File: src/rtl/minimips_ctrl_fsm_if.sv
// Control bundle between the MiniMips main control FSM (master) and the datapath (slave).
// Carries the IR opcode and memory handshake in, and every enable, mux select and status flag out.
interface minimips_ctrl_fsm_if;
    logic [3:0] opcode;
    logic       mem_ready;
    logic       PCWrite;
    logic       PCWriteCond;
    logic       IorD;
    logic       MemRead;
    logic       MemWrite;
    logic       IRWrite;
    logic       MemtoReg;
    logic       RegDst;
    logic       RegWrite;
    logic       ALUSrcA;
    logic       BranchNe;
    logic [1:0] PCSource;
    logic [1:0] ALUSrcB;
    logic [2:0] ALUop;
    logic [3:0] state;
    logic       halted;
    logic       illegal;
    logic       retire;

    modport master (
        input  opcode, mem_ready,
        output PCWrite, PCWriteCond, IorD, MemRead, MemWrite, IRWrite, MemtoReg,
               RegDst, RegWrite, ALUSrcA, BranchNe, PCSource, ALUSrcB, ALUop,
               state, halted, illegal, retire
    );

    modport slave (
        output opcode, mem_ready,
        input  PCWrite, PCWriteCond, IorD, MemRead, MemWrite, IRWrite, MemtoReg,
               RegDst, RegWrite, ALUSrcA, BranchNe, PCSource, ALUSrcB, ALUop,
               state, halted, illegal, retire
    );
endinterface

File: src/rtl/minimips_ctrl_fsm.sv
// MiniMips multi-cycle main control: Moore outputs from state, mem_ready-qualified in FETCH/MEM_RD/MEM_WR.
// Define MINIMIPS_BNE_EN to decode opcode 1000 as bne; otherwise it is illegal and BranchNe stays 0.
module minimips_ctrl_fsm (
    input  logic                  clk,
    input  logic                  rst,
    minimips_ctrl_fsm_if.master   bus
);
    localparam logic [3:0] S_FETCH    = 4'd0;
    localparam logic [3:0] S_DECODE   = 4'd1;
    localparam logic [3:0] S_MEM_ADDR = 4'd2;
    localparam logic [3:0] S_MEM_RD   = 4'd3;
    localparam logic [3:0] S_MEM_WB   = 4'd4;
    localparam logic [3:0] S_MEM_WR   = 4'd5;
    localparam logic [3:0] S_EXEC_R   = 4'd6;
    localparam logic [3:0] S_WB_R     = 4'd7;
    localparam logic [3:0] S_EXEC_I   = 4'd8;
    localparam logic [3:0] S_WB_I     = 4'd9;
    localparam logic [3:0] S_BRANCH   = 4'd10;
    localparam logic [3:0] S_JUMP     = 4'd11;
    localparam logic [3:0] S_HALT     = 4'd12;

    localparam logic [3:0] OP_R    = 4'b0000;
    localparam logic [3:0] OP_ADDI = 4'b0001;
    localparam logic [3:0] OP_ANDI = 4'b0010;
    localparam logic [3:0] OP_ORI  = 4'b0011;
    localparam logic [3:0] OP_SLTI = 4'b0100;
    localparam logic [3:0] OP_LW   = 4'b0101;
    localparam logic [3:0] OP_SW   = 4'b0110;
    localparam logic [3:0] OP_BEQ  = 4'b0111;
    localparam logic [3:0] OP_BNE  = 4'b1000;
    localparam logic [3:0] OP_J    = 4'b1001;
    localparam logic [3:0] OP_HALT = 4'b1111;

`ifdef MINIMIPS_BNE_EN
    localparam logic BNE_EN = 1'b1;
`else
    localparam logic BNE_EN = 1'b0;
`endif

    logic [3:0] state_q;
    logic [3:0] state_d;
    logic [3:0] op_q;

    always_ff @(posedge clk) begin
        if (rst) begin
            state_q <= S_FETCH;
            op_q    <= 4'b0000;
        end else begin
            state_q <= state_d;
            if (state_q == S_DECODE)
                op_q <= bus.opcode;
        end
    end

    assign bus.state = state_q;

    // Encodings 13-15 fall through to the all-zero defaults and return to FETCH.
    always_comb begin
        state_d         = S_FETCH;
        bus.PCWrite     = 1'b0;
        bus.PCWriteCond = 1'b0;
        bus.IorD        = 1'b0;
        bus.MemRead     = 1'b0;
        bus.MemWrite    = 1'b0;
        bus.IRWrite     = 1'b0;
        bus.MemtoReg    = 1'b0;
        bus.RegDst      = 1'b0;
        bus.RegWrite    = 1'b0;
        bus.ALUSrcA     = 1'b0;
        bus.BranchNe    = 1'b0;
        bus.PCSource    = 2'b00;
        bus.ALUSrcB     = 2'b00;
        bus.ALUop       = 3'b000;
        bus.halted      = 1'b0;
        bus.illegal     = 1'b0;
        bus.retire      = 1'b0;
        case (state_q)
            S_FETCH: begin
                bus.MemRead = 1'b1;
                bus.ALUSrcB = 2'b01;
                if (bus.mem_ready) begin
                    bus.IRWrite = 1'b1;
                    bus.PCWrite = 1'b1;
                    state_d     = S_DECODE;
                end else begin
                    state_d = S_FETCH;
                end
            end
            S_DECODE: begin
                bus.ALUSrcB = 2'b11;
                case (bus.opcode)
                    OP_R:                             state_d = S_EXEC_R;
                    OP_ADDI, OP_ANDI, OP_ORI, OP_SLTI: state_d = S_EXEC_I;
                    OP_LW, OP_SW:                     state_d = S_MEM_ADDR;
                    OP_BEQ:                           state_d = S_BRANCH;
                    OP_J:                             state_d = S_JUMP;
                    OP_HALT:                          state_d = S_HALT;
                    OP_BNE: begin
                        if (BNE_EN) begin
                            state_d = S_BRANCH;
                        end else begin
                            bus.illegal = 1'b1;
                            bus.retire  = 1'b1;
                        end
                    end
                    default: begin
                        bus.illegal = 1'b1;
                        bus.retire  = 1'b1;
                    end
                endcase
            end
            S_MEM_ADDR: begin
                bus.ALUSrcA = 1'b1;
                bus.ALUSrcB = 2'b10;
                state_d     = (op_q == OP_SW) ? S_MEM_WR : S_MEM_RD;
            end
            S_MEM_RD: begin
                bus.IorD    = 1'b1;
                bus.MemRead = 1'b1;
                state_d     = bus.mem_ready ? S_MEM_WB : S_MEM_RD;
            end
            S_MEM_WB: begin
                bus.MemtoReg = 1'b1;
                bus.RegWrite = 1'b1;
                bus.retire   = 1'b1;
            end
            S_MEM_WR: begin
                bus.IorD     = 1'b1;
                bus.MemWrite = 1'b1;
                bus.retire   = bus.mem_ready;
                state_d      = bus.mem_ready ? S_FETCH : S_MEM_WR;
            end
            S_EXEC_R: begin
                bus.ALUSrcA = 1'b1;
                bus.ALUop   = 3'b111;
                state_d     = S_WB_R;
            end
            S_WB_R: begin
                bus.RegDst   = 1'b1;
                bus.RegWrite = 1'b1;
                bus.retire   = 1'b1;
            end
            S_EXEC_I: begin
                bus.ALUSrcA = 1'b1;
                bus.ALUSrcB = 2'b10;
                case (op_q)
                    OP_ANDI: bus.ALUop = 3'b010;
                    OP_ORI:  bus.ALUop = 3'b011;
                    OP_SLTI: bus.ALUop = 3'b100;
                    default: bus.ALUop = 3'b000;
                endcase
                state_d = S_WB_I;
            end
            S_WB_I: begin
                bus.RegWrite = 1'b1;
                bus.retire   = 1'b1;
            end
            S_BRANCH: begin
                bus.ALUSrcA     = 1'b1;
                bus.ALUop       = 3'b001;
                bus.PCWriteCond = 1'b1;
                bus.PCSource    = 2'b01;
                bus.BranchNe    = BNE_EN && (op_q == OP_BNE);
                bus.retire      = 1'b1;
            end
            S_JUMP: begin
                bus.PCWrite  = 1'b1;
                bus.PCSource = 2'b10;
                bus.retire   = 1'b1;
            end
            S_HALT: begin
                bus.halted = 1'b1;
                state_d    = S_HALT;
            end
            default: state_d = S_FETCH;
        endcase
    end
endmodule

File: src/flat_wrapper.sv
// flat-port wrapper written by rule: the top's interface ports become plain ports
module minimips_ctrl_fsm_flat 
  (clk, rst, bus_opcode, bus_mem_ready, bus_PCWrite, bus_PCWriteCond, bus_IorD, bus_MemRead, bus_MemWrite, bus_IRWrite, bus_MemtoReg, bus_RegDst, bus_RegWrite, bus_ALUSrcA, bus_BranchNe, bus_PCSource, bus_ALUSrcB, bus_ALUop, bus_state, bus_halted, bus_illegal, bus_retire);
  minimips_ctrl_fsm_if bus_i ();
  input  logic clk;
  input  logic rst;
  input wire logic [$bits(bus_i.opcode)-1:0] bus_opcode;
  input wire logic [$bits(bus_i.mem_ready)-1:0] bus_mem_ready;
  output wire logic [$bits(bus_i.PCWrite)-1:0] bus_PCWrite;
  output wire logic [$bits(bus_i.PCWriteCond)-1:0] bus_PCWriteCond;
  output wire logic [$bits(bus_i.IorD)-1:0] bus_IorD;
  output wire logic [$bits(bus_i.MemRead)-1:0] bus_MemRead;
  output wire logic [$bits(bus_i.MemWrite)-1:0] bus_MemWrite;
  output wire logic [$bits(bus_i.IRWrite)-1:0] bus_IRWrite;
  output wire logic [$bits(bus_i.MemtoReg)-1:0] bus_MemtoReg;
  output wire logic [$bits(bus_i.RegDst)-1:0] bus_RegDst;
  output wire logic [$bits(bus_i.RegWrite)-1:0] bus_RegWrite;
  output wire logic [$bits(bus_i.ALUSrcA)-1:0] bus_ALUSrcA;
  output wire logic [$bits(bus_i.BranchNe)-1:0] bus_BranchNe;
  output wire logic [$bits(bus_i.PCSource)-1:0] bus_PCSource;
  output wire logic [$bits(bus_i.ALUSrcB)-1:0] bus_ALUSrcB;
  output wire logic [$bits(bus_i.ALUop)-1:0] bus_ALUop;
  output wire logic [$bits(bus_i.state)-1:0] bus_state;
  output wire logic [$bits(bus_i.halted)-1:0] bus_halted;
  output wire logic [$bits(bus_i.illegal)-1:0] bus_illegal;
  output wire logic [$bits(bus_i.retire)-1:0] bus_retire;
  assign bus_i.opcode = bus_opcode;
  assign bus_i.mem_ready = bus_mem_ready;
  assign bus_PCWrite = bus_i.PCWrite;
  assign bus_PCWriteCond = bus_i.PCWriteCond;
  assign bus_IorD = bus_i.IorD;
  assign bus_MemRead = bus_i.MemRead;
  assign bus_MemWrite = bus_i.MemWrite;
  assign bus_IRWrite = bus_i.IRWrite;
  assign bus_MemtoReg = bus_i.MemtoReg;
  assign bus_RegDst = bus_i.RegDst;
  assign bus_RegWrite = bus_i.RegWrite;
  assign bus_ALUSrcA = bus_i.ALUSrcA;
  assign bus_BranchNe = bus_i.BranchNe;
  assign bus_PCSource = bus_i.PCSource;
  assign bus_ALUSrcB = bus_i.ALUSrcB;
  assign bus_ALUop = bus_i.ALUop;
  assign bus_state = bus_i.state;
  assign bus_halted = bus_i.halted;
  assign bus_illegal = bus_i.illegal;
  assign bus_retire = bus_i.retire;
  minimips_ctrl_fsm u_core (.clk(clk), .rst(rst), .bus(bus_i));
endmodule
File: config.mk
export PLATFORM = sky130hd
export DESIGN_NAME = minimips_ctrl_fsm_flat
export DESIGN_NICKNAME = d
export VERILOG_FILES = /design/src/rtl/minimips_ctrl_fsm_if.sv /design/src/rtl/minimips_ctrl_fsm.sv /design/src/flat_wrapper.sv
export SDC_FILE = /design/constraint.sdc
export NUM_CORES = 1
export LEC_CHECK = 0
export BUFFER_PORTS_ARGS = -buffer_cell sky130_fd_sc_hd__buf_4
export CORE_MARGIN = 8
export CORE_UTILIZATION = 45
export DETAILED_ROUTE_END_ITERATION = 16
export GPL_ROUTABILITY_DRIVEN = 0
export MAX_ROUTING_LAYER = met4
export PLACE_DENSITY = 0.73
export SLEW_MARGIN = 25
export SYNTH_ARGS = -nofsm -noshare
export SYNTH_HDL_FRONTEND = slang
export SYNTH_SLANG_ARGS = --single-unit
export TNS_END_PERCENT = 30
File: constraint.sdc
create_clock -name clk -period 5 [get_ports clk]
set_input_delay 1 -clock clk [delete_from_list [all_inputs] [get_ports clk]]
set_output_delay 1 -clock clk [all_outputs]
set_load 0.05 [all_outputs]
==> flow_metrics.py <==
metrics = {
    "clock_network": {
        "cts_setup_buffers": 0,
        "cts_buffers": 3,
        "ctsResizeCount": 0,
        "clk_path_buf_depth": 2,
        "postCtsHoldBufs": 0,
        "insertion_delay_ps": 250,
        "cts_root_buf": "clkbuf_4",
        "cts.htree.levels": 1,
        "clock_sinks": 8,
        "tritoncts": "built",
        "clk_pin_slew_worst_paths_ps": 60,
    },
    "drt": {
        "antenna_left": 0,
        "dr.pass1.iters": 4,
        "wirelength_um": 2060,
        "wl_per_cell_um": 13.7,
        "drt_iter0_drc": 16,
        "drc": 0,
        "vias_per_cell": 5.66,
        "vias": 855,
    },
    "global_routing": {
        "grt_pass1_vias": 780,
        "gr-usage-met3_pct": 3.09,
        "grt_max_degree": 21,
        "grtUsageMet2_pct": 19.9,
        "use_met1_pct": 14.9,
        "overflow": 0,
        "grt_usage_pct": 12.7,
        "grt_pass1_wl_um": 3420,
        "antenna_found_initial": 0,
        "grt.busiest_layer": "met2",
    },
    "job": {
        "cap_violations": 0,
    },
    "floorplanning": {
        "die-area_sq_um": 3320,
        "start_util_pct": 46.7,
        "fp.dieH_um": 57.7,
        "rows": 15,
        "ios": 32,
        "die_w_um": 57.7,
        "core_sq_um": 1670,
    },
    "critical_path": {
        "path_max_fanout": 20,
        "worstRegToRegCells": 3,
        "crit_chain": "nor4b_2, nand2_1, a21oi_1, or2_2, buf_4",
        "crit_path_end": "bus_retire",
        "cpPeakStageDelay_ps": 760,
        "slowest_stage": "nor4b_2",
        "worstSetupPathType": "reg2out",
        "start_kind": "flip-flop",
        "end_kind": "output pin",
        "reg2reg_slack_ps": 3110,
        "reg2reg_from": "u_core.bus.state[0]",
        "startpoint": "u_core.bus.state[0]",
        "worstPathArrival_ps": 2390,
        "r2r-end": "u_core.op_q[0]",
        "worstPathRequired_ps": 4000,
    },
    "yosys": {
        "seq_area_frac_synth_pct": 20.5,
        "ys_warn_count": 0,
        "netlist_area_sq_um": 781,
        "synth-main-ff-cell": "dfxtp_1",
        "synth_edf_count": 0,
        "synthCells": 113,
        "synth_nets": 120,
        "synth.avg_cell_area_sq_um": 6.91,
        "ys_types": 39,
        "async_flop_share_pct": 0,
        "ys_ff_latch": 8,
    },
    "finish": {
        "final_common_cell": "buf_4",
        "num_antenna_cells": 0,
        "fin_area_sq_um": 987,
        "instances_no_fill": 151,
        "regArea_sq_um": 160,
        "multi_input_area_sq_um": 543,
        "final_cell_mix": "buf_4 (30), nor2_1 (17), a21oi_1 (13)",
        "area_delta_synth_final_pct": 26.4,
        "final.fill_count": 176,
        "drive_above_1_share_pct": 27.6,
        "nNetsFinal": 143,
    },
    "power_and_ir_drop": {
        "power_switching_w": 0.000140,
        "p_comb_share_pct": 53.4,
        "p_seq_share_pct": 29.9,
        "pwr_density_cell_nw_per_um2": 295,
        "leakage_nw": 0.411,
        "cellInternalPower_w": 0.000150,
        "p_clk_share_pct": 16.8,
        "sw_frac_of_total_pct": 48.3,
        "peakVddDrop_mv": 0.214,
    },
    "placement": {
        "dp_cells": 148,
        "postPlaceCellArea_sq_um": 965,
        "hpwl_um": 1600,
        "portBuffers": 30,
    },
    "timing": {
        "min_period_ps": 3390,
        "maxSlewHeadroom_pct": 46.6,
        "setup_violations": 0,
        "tightest_slew_ps": 798,
        "skew_ps": 4.49,
        "maxSlewViolCount": 0,
        "setup-tns-final_ps": 0,
        "rsz0062_at_grt": "false",
        "period_share_pct": 67.8,
        "max_freq_mhz": 295,
        "final_hold_viol_count": 0,
    },
    "hold_path": {
        "min_delay_path_depth": 2,
        "hp-class": "reg2reg",
    },
    "run_status": {
        "status": "finished, final reports clean",
    },
}
==> logic make-up (layout without fill, tap and decap cells) <==
kind of cell | Yosys count | after routing | synth area share [%]
simple gates | 48 | 48 | 33.8
compound gates | 32 | 32 | 25.5
buf+inv | 16 | 37 | 9.93
flops | 8 | 8 | 20.5
mux | 5 | 5 | 6.41
xor+xnor | 3 | 3 | 3.37
other cells | 1 | 1 | 0.480
==> metal layers <==
| metal | wire length, um | vias to the layer above |
|---|---|---|
| li1 | - | 440 |
| met1 | 936 | 384 |
| met2 | 957 | 29 |
| met3 | 153 | 2 |
| met4 | 16 | 0 |
| met5 | 0 | - |
==> through the flow <==
stage / setup slack (ps) / util, % / power, W / hold WS, ps
detailed placement: 1910 / 57.8 / 0.000244 / 486
global route: 1390 / 59.1 / 0.000308 / 530
floorplan: 1210 / - / 0.000204 / 453
finish: 1610 / 59.1 / 0.000291 / 499
CTS: 1610 / 59.1 / 0.000294 / 495
global placement: 2000 / 57.8 / 0.000243 / 496
==> state kept, by name, indices dropped and copies added, names as in the netlist <==
name / flops
u_core.bus.state: 4
u_core.op_q: 4
==> final cells by class <==
type	instances	area share, %
clock buffer	3	2.28
tap	17	2.15
inverter	4	1.52
multi-input combinational	89	55.0
sequential	8	16.2
timing repair buffer	30	22.8
==> how the worst min path moves through the flow <==
| stage | start | to | slack, ps |
|---|---|---|---|
| detailed placement | u_core.op_q[3] | u_core.op_q[3] | 490 |
| floorplan | u_core.op_q[3] | u_core.op_q[3] | 450 |
| finish | u_core.op_q[3] | u_core.op_q[3] | 500 |
| global route | u_core.op_q[3] | u_core.op_q[3] | 530 |
| global placement | u_core.op_q[3] | u_core.op_q[3] | 500 |
| CTS | u_core.op_q[3] | u_core.op_q[3] | 500 |
==> power by group through the flow <==
stage,clock network (W),logic (W),registers [W]
3_3_place_gp,0,0.000155,0.0000875
6_report,0.0000488,0.000155,0.0000868
4_1_cts,0.0000507,0.000156,0.0000869
3_5_place_dp,0,0.000156,0.0000882
2_1_floorplan,0,0.000118,0.0000860
5_1_grt,0.0000516,0.000166,0.0000897
==> synthesized netlist by cell type (all sizes together) (3+ instances only) <==
cell | n | area share, %
dfxtp | 8 | 21
nand2b | 5 | 4.0
nor2 | 17 | 8.2
xnor2 | 3 | 3.4
a21oi | 13 | 8.3
o21ai | 7 | 4.5
mux2i | 5 | 6.4
inv | 4 | 1.9
or2 | 3 | 2.4
buf | 6 | 5.1
clkbuf | 6 | 2.9
nand2 | 8 | 3.8
==> worst max-delay path, delay by kind of cell, from the launching register on <==
family                 cells  cell delay (ps)
buffers and inverters      1              180
DFF                        1              690
AOI/OAI and AO/OA          1              190
and+or+nand+nor            3             1060
(Power assumes the default switching activity.)
